## src/rtl/linebuffer_ctrl.sv

```systemverilog
// linebuffer_ctrl
//   Scheduler for the ping-pong scanline buffer pair. Every line_start toggles
//   the buffer select, then clears the new draw buffer one 256-bit tile word
//   per cycle. After clearing, it grants the draw ports to the line renderer
//   and tracks whether the renderer finishes before the next swap.
//
//   Optional feature: define LBCTRL_OVERRUN_CNT_EN to add a saturating 16-bit
//   overrun event counter output (overrun_cnt).
//
// Ports
//   clk, reset                 clock, synchronous active-high reset
//   line_start, next_line      swap pulse from VGA timing and the line drawn after it
//   disp_x                     display x, forwarded to addr_pixel_disp
//   switch                     buffer select to the linebuffer pair
//   addr/wren_pixel_disp       display pixel port (never written)
//   addr/data/wren_tile_draw   draw tile port (controller in CLEAR, renderer in DRAW)
//   addr/data/wren_pixel_draw  draw pixel port (renderer in DRAW only)
//   r_*_tile, r_*_pixel        renderer requests for the draw ports
//   draw_start/draw_line       renderer kick-off pulse and line number
//   draw_abort, draw_done      renderer abort pulse / completion input
//   busy, overrun              activity flag, sticky overrun flag
module linebuffer_ctrl #(
    parameter int          NUM_TILES   = 40,
    parameter logic [15:0] CLEAR_COLOR = 16'h0000,
    parameter int          LINE_W      = 10
) (
    input  logic              clk,
    input  logic              reset,
    input  logic              line_start,
    input  logic [LINE_W-1:0] next_line,
    input  logic [9:0]        disp_x,
    output logic              switch,
    output logic [9:0]        addr_pixel_disp,
    output logic              wren_pixel_disp,
    output logic [5:0]        addr_tile_draw,
    output logic [255:0]      data_tile_draw,
    output logic              wren_tile_draw,
    output logic [9:0]        addr_pixel_draw,
    output logic [15:0]       data_pixel_draw,
    output logic              wren_pixel_draw,
    input  logic [5:0]        r_addr_tile,
    input  logic [255:0]      r_data_tile,
    input  logic              r_wren_tile,
    input  logic [9:0]        r_addr_pixel,
    input  logic [15:0]       r_data_pixel,
    input  logic              r_wren_pixel,
    output logic              draw_start,
    output logic [LINE_W-1:0] draw_line,
    output logic              draw_abort,
    input  logic              draw_done,
    output logic              busy,
    output logic              overrun
`ifdef LBCTRL_OVERRUN_CNT_EN
    ,
    output logic [15:0]       overrun_cnt
`endif
);

    typedef enum logic [1:0] {S_IDLE, S_CLEAR, S_DRAW, S_DONE} state_t;

    localparam logic [5:0] LAST_TILE = 6'(NUM_TILES - 1);

    state_t            r_state;
    state_t            w_next_state;
    logic              w_overrun_evt;
    logic [5:0]        r_clr_ptr;
    logic              r_switch;
    logic [LINE_W-1:0] r_draw_line;
    logic              r_draw_start;
    logic              r_draw_abort;
    logic              r_overrun;

    always_ff @(posedge clk) begin
        if (reset) r_state <= S_IDLE;
        else       r_state <= w_next_state;
    end

    always_comb begin
        w_next_state    = r_state;
        w_overrun_evt   = 1'b0;
        addr_tile_draw  = '0;
        data_tile_draw  = '0;
        wren_tile_draw  = 1'b0;
        addr_pixel_draw = '0;
        data_pixel_draw = '0;
        wren_pixel_draw = 1'b0;
        case (r_state)
            S_CLEAR: begin
                addr_tile_draw = r_clr_ptr;
                data_tile_draw = {16{CLEAR_COLOR}};
                wren_tile_draw = 1'b1;
                if (r_clr_ptr == LAST_TILE) w_next_state = S_DRAW;
            end
            S_DRAW: begin
                addr_tile_draw  = r_addr_tile;
                data_tile_draw  = r_data_tile;
                wren_tile_draw  = r_wren_tile;
                addr_pixel_draw = r_addr_pixel;
                data_pixel_draw = r_data_pixel;
                wren_pixel_draw = r_wren_pixel;
                if (draw_done) w_next_state = S_DONE;
            end
            default: ;
        endcase
        // A swap always restarts the clear. A draw_done arriving together
        // with the swap in DRAW counts as an on-time finish.
        if (line_start) begin
            w_next_state  = S_CLEAR;
            w_overrun_evt = (r_state == S_CLEAR) || ((r_state == S_DRAW) && !draw_done);
        end
    end

    always_ff @(posedge clk) begin
        if (reset) begin
            r_switch     <= 1'b0;
            r_draw_line  <= '0;
            r_clr_ptr    <= '0;
            r_draw_start <= 1'b0;
            r_draw_abort <= 1'b0;
            r_overrun    <= 1'b0;
        end else begin
            // Abort is registered so it lines up with the new switch value.
            r_draw_abort <= w_overrun_evt;
            r_draw_start <= (r_state == S_CLEAR) && (r_clr_ptr == LAST_TILE) && !line_start;
            if (w_overrun_evt) r_overrun <= 1'b1;
            if (line_start) begin
                r_switch    <= ~r_switch;
                r_draw_line <= next_line;
                r_clr_ptr   <= '0;
            end else if (r_state == S_CLEAR) begin
                r_clr_ptr   <= r_clr_ptr + 6'd1;
            end
        end
    end

`ifdef LBCTRL_OVERRUN_CNT_EN
    logic [15:0] r_overrun_cnt;
    always_ff @(posedge clk) begin
        if (reset)                                        r_overrun_cnt <= '0;
        else if (w_overrun_evt && (r_overrun_cnt != 16'hFFFF)) r_overrun_cnt <= r_overrun_cnt + 16'd1;
    end
    assign overrun_cnt = r_overrun_cnt;
`endif

    assign switch          = r_switch;
    assign draw_line       = r_draw_line;
    assign draw_start      = r_draw_start;
    assign draw_abort      = r_draw_abort;
    assign overrun         = r_overrun;
    assign busy            = (r_state == S_CLEAR) || (r_state == S_DRAW);
    assign addr_pixel_disp = disp_x;
    assign wren_pixel_disp = 1'b0;

endmodule

```

## config.mk

```make
export PLATFORM = sky130hd
export DESIGN_NAME = linebuffer_ctrl
export DESIGN_NICKNAME = d
export VERILOG_FILES = /design/src/rtl/linebuffer_ctrl.sv
export SDC_FILE = /design/constraint.sdc
export NUM_CORES = 1
export LEC_CHECK = 0
export ABC_AREA = 1
export BUFFER_PORTS_ARGS = -buffer_cell sky130_fd_sc_hd__buf_2
export CORE_AREA = 2 2 246 248
export CTS_CLUSTER_SIZE = 40
export DETAILED_ROUTE_END_ITERATION = 12
export DIE_AREA = 0 0 248 250
export PLACE_DENSITY = 0.33
export SYNTH_ARGS = -nofsm -noshare
export SYNTH_HDL_FRONTEND = slang
export SYNTH_SLANG_ARGS = --single-unit
```

## constraint.sdc

```tcl
create_clock -name clk -period 1.6 [get_ports clk]
set_input_delay 0.16 -clock clk [delete_from_list [all_inputs] [get_ports clk]]
set_output_delay 0.16 -clock clk [all_outputs]
set_load 0.05 [all_outputs]
```

==> results.json <==
{
  "outcome": "finished, violations left",
  "violations": "setup timing",
  "synth_cells": 748,
  "cpMostUsedCell": "buf_12",
  "portBuffers": 608,
  "worstSkewPairLatency_ns": 0.25,
  "synth-compound-area-share_pct": 2.375,
  "cts_buffers": 3,
  "r2r-end": "r_clr_ptr[5]",
  "p_per_area_nw_per_um2": 176.0,
  "holdCritPathClass": "in -> reg",
  "route.detailed.drc": 0,
  "die_width_um": 248,
  "synth_edf_count": 0,
  "synth_cell_type_count": 21,
  "synthAdderAreaFrac_pct": 1.096,
  "place_ws_ns": -0.003404,
  "fp.dieArea_um2": 62000,
  "wl_per_cell_um": 11.69,
  "grt_usage_pct": 7.025,
  "grt_antenna_before_repair": 5,
  "cap_viol_max_count": 0,
  "start_util_pct": 5.749,
  "power.total_w": 0.001835,
  "final_cell_area_um2": 10430,
  "layout.nets": 1676,
  "finalSetupViolCount": 285,
  "drt_first_pass_iters": 4,
  "final_cell_count_no_fill": 2141,
  "postPlaceCellArea_um2": 7980,
  "intPower_w": 0.001282,
  "max_freq_mhz": 568.0,
  "yosys.area.top_type_share_pct": 36.39,
  "ys_top_cells_by_area": "nand2_1 (36%), inv_1 (32%), dfxtp_1 (13%), buf_4 (7.5%), nand3_1 (2.2%)",
  "dp_cells": 2114,
  "syn_to_final_growth_pct": 204.5,
  "grt_pass1_wl_mm": 33.67,
  "fin_ws_ns": -0.1605,
  "syn_nets": 1065,
  "slowest_delay_ns": 0.32,
  "synth_area_um2": 3425,
  "maxSlewViolCount": 0,
  "p_sw_w": 0.0005529,
  "critPathLaunchType": "flip-flop",
  "fin_skew_ns": 0.001852,
  "arrival_ns": 1.60,
  "synth-simple-area-share_pct": 41.07,
  "clkPwrFrac_pct": 32.0,
  "hp-start": "next_line[7]",
  "criticalPathCategory": "reg -> out",
  "regToRegSetupSlack_ns": 0.22,
  "grt_max_degree": 34,
  "grt-ovfl-total": 0,
  "path_cells": "inv_2 -> ha_4 -> buf_12 -> clkbuf_16 -> nand2_1 -> a21oi_2 -> buf_12",
  "postRouteAntennaNets": 0,
  "synth_mux_area_share_pct": 0,
  "required_ns": 1.44,
  "core_region_area_um2": 59570,
  "layout-drive-gt1-share_pct": 60.01,
  "yosysTopAreaCell": "nand2_1",
  "yosysMostFrequentCell": "nand2_1",
  "cp_max_fo": 9,
  "die_h_um": 250,
  "end_kind": "primary output",
  "ys_async_sr_fraction_pct": 0,
  "leakagePower_nw": 7.060,
  "cp_slowest_cell": "dfxtp_2",
  "avgViaCountPerCell": 2.876,
  "fin_crit_ns": 1.761,
  "peakVddDrop_v": 0.0003698,
  "cts_tree": "built",
  "seq_area_frac_synth_pct": 12.86,
  "synth-main-ff-cell": "dfxtp_1",
  "grt_pass1_vias": 5769,
  "final-hold-violation-count": 0,
  "ctsRootBufferMaster": "clkbuf_16",
  "clkSinkCount": 22,
  "yosysWarnings": 0,
  "synth.avg_cell_area_um2": 4.578,
  "rows": 90,
  "min_to": "draw_line[7]",
  "wl_mm": 25.03,
  "place.detailed.hpwl_mm": 20.76,
  "gp_congestion": 0.8489,
  "p_sw_share_pct": 30.13,
  "htreeDepth": 1,
  "fin_worst_hold_slack_ns": 0.1328,
  "pwr-share-comb_pct": 36.0,
  "layout_worst_path_cycle_share_pct": 110.0,
  "synthXorXnorAreaFrac_pct": 0.2558,
  "drt_iter0_markers": 223,
  "synth_top_family_by_area": "buffers and inverters",
  "via_count": 6157,
  "num_io_pins": 630,
  "synth_common_cells": "nand2_1 (332), inv_1 (294), buf_4 (34)",
  "hold_path_depth": 3,
  "hold_buffers": 0,
  "rsz0062_at_grt": "yes",
  "worstReg2RegStart": "r_state[0]",
  "seqPwrFrac_pct": 32.0,
  "clk_pin_slew_ns": 0.06,
  "yosys_register_bits": 22,
  "final.fill_count": 6773,
  "ctsLongestPathBuffers": 2,
  "reg2regPathDepth": 7
}
## how the worst max path moves through the flow
stage | start | end | cells after the start
final | r_state[0] | addr_tile_draw[5] | 7
after CTS | r_state[0] | addr_tile_draw[2] | 7
after detailed placement | r_state[0] | wren_tile_draw | 7
after global routing | r_state[0] | data_tile_draw[178] | 8
after floorplan | r_state[0] | addr_tile_draw[0] | 7
after global placement | r_state[0] | wren_tile_draw | 7
## stage by stage
stage	setup TNS, ns	utilization (%)
floorplan	0	-
global placement	-0.001567	13.40
detailed placement	-0.003404	13.40
CTS	-21.73	16.54
global route	-41.34	17.50
finish	-17.72	17.50
## cells in the final DEF (no fill, tap or decap), types with 7 or more instances in the layout
| cell | instances |
|---|---|
| buf_16 | 11 |
| buf_6 | 117 |
| inv_2 | 79 |
| nand2_2 | 21 |
| buf_4 | 94 |
| nand3_1 | 15 |
| nand2_1 | 279 |
| nand2_4 | 32 |
| inv_1 | 209 |
| buf_2 | 320 |
| buf_8 | 64 |
| dfxtp_1 | 20 |
| inv_4 | 8 |
| buf_12 | 47 |
| nor2_1 | 7 |
## cell type report
cell class / count / area [um^2] / share of cell area, %
inverter: 296 / 1131 / 10.85
timing repair buffer: 655 / 5879 / 56.38
antenna: 1 / 2.502 / 0.02400
sequential: 22 / 442.9 / 4.248
multi-input combinational: 381 / 1904 / 18.26
clock buffer: 4 / 88.84 / 0.8519
tap: 782 / 978.4 / 9.383
## power groups by stage
stage | clock network (W) | registers, W | logic (W)
after global placement | 0 | 0.000598 | 0.000625
after CTS | 0.000609 | 0.000588 | 0.000647
after floorplan | 0 | 0.000670 | 0.000158
final | 0.000586 | 0.000588 | 0.000661
after global routing | 0.000628 | 0.000591 | 0.000721
after detailed placement | 0 | 0.000598 | 0.000621
## logic make-up after synthesis
group / Yosys count
flip-flops: 22
adder cells (fa/ha/maj): 3
AO/OA/AOI/OAI: 15
buffers and inverters: 345
XOR/XNOR: 1
other: 1
AND/OR/NAND/NOR: 361
## routing by layer
layer | wire [um] | global-route usage, % | up-vias
met5 | 10 | 0 | -
met4 | 505 | 1.437 | 2
met3 | 2132 | 1.280 | 28
met2 | 13540 | 13.89 | 269
met1 | 8844 | 7.590 | 2695
li1 | - | - | 3163
## repair_timing
action                     in CTS  in global routing
buffers inserted                8                  4
gates resized for setup       518                183
setup endpoints to repair     283                290
gates cloned                    8                  2
pin swaps                       1                  3
## sequential cells by signal, summed over array words and instances (netlist names)
register,cells
draw_line,10
r_clr_ptr,6
switch,1
draw_abort,1
draw_start,1
overrun,1
r_state,2
## critical path: cells and delay by family (launching register included)
kind | cells | cell delay (ns)
adder cells (fa/ha/maj) | 1 | 0.18
AO/OA/AOI/OAI | 1 | 0.18
AND/OR/NAND/NOR | 1 | 0.07
flip-flops | 1 | 0.32
buffers and inverters | 4 | 0.58
No activity file was read; power rests on OpenSTA's default activity.
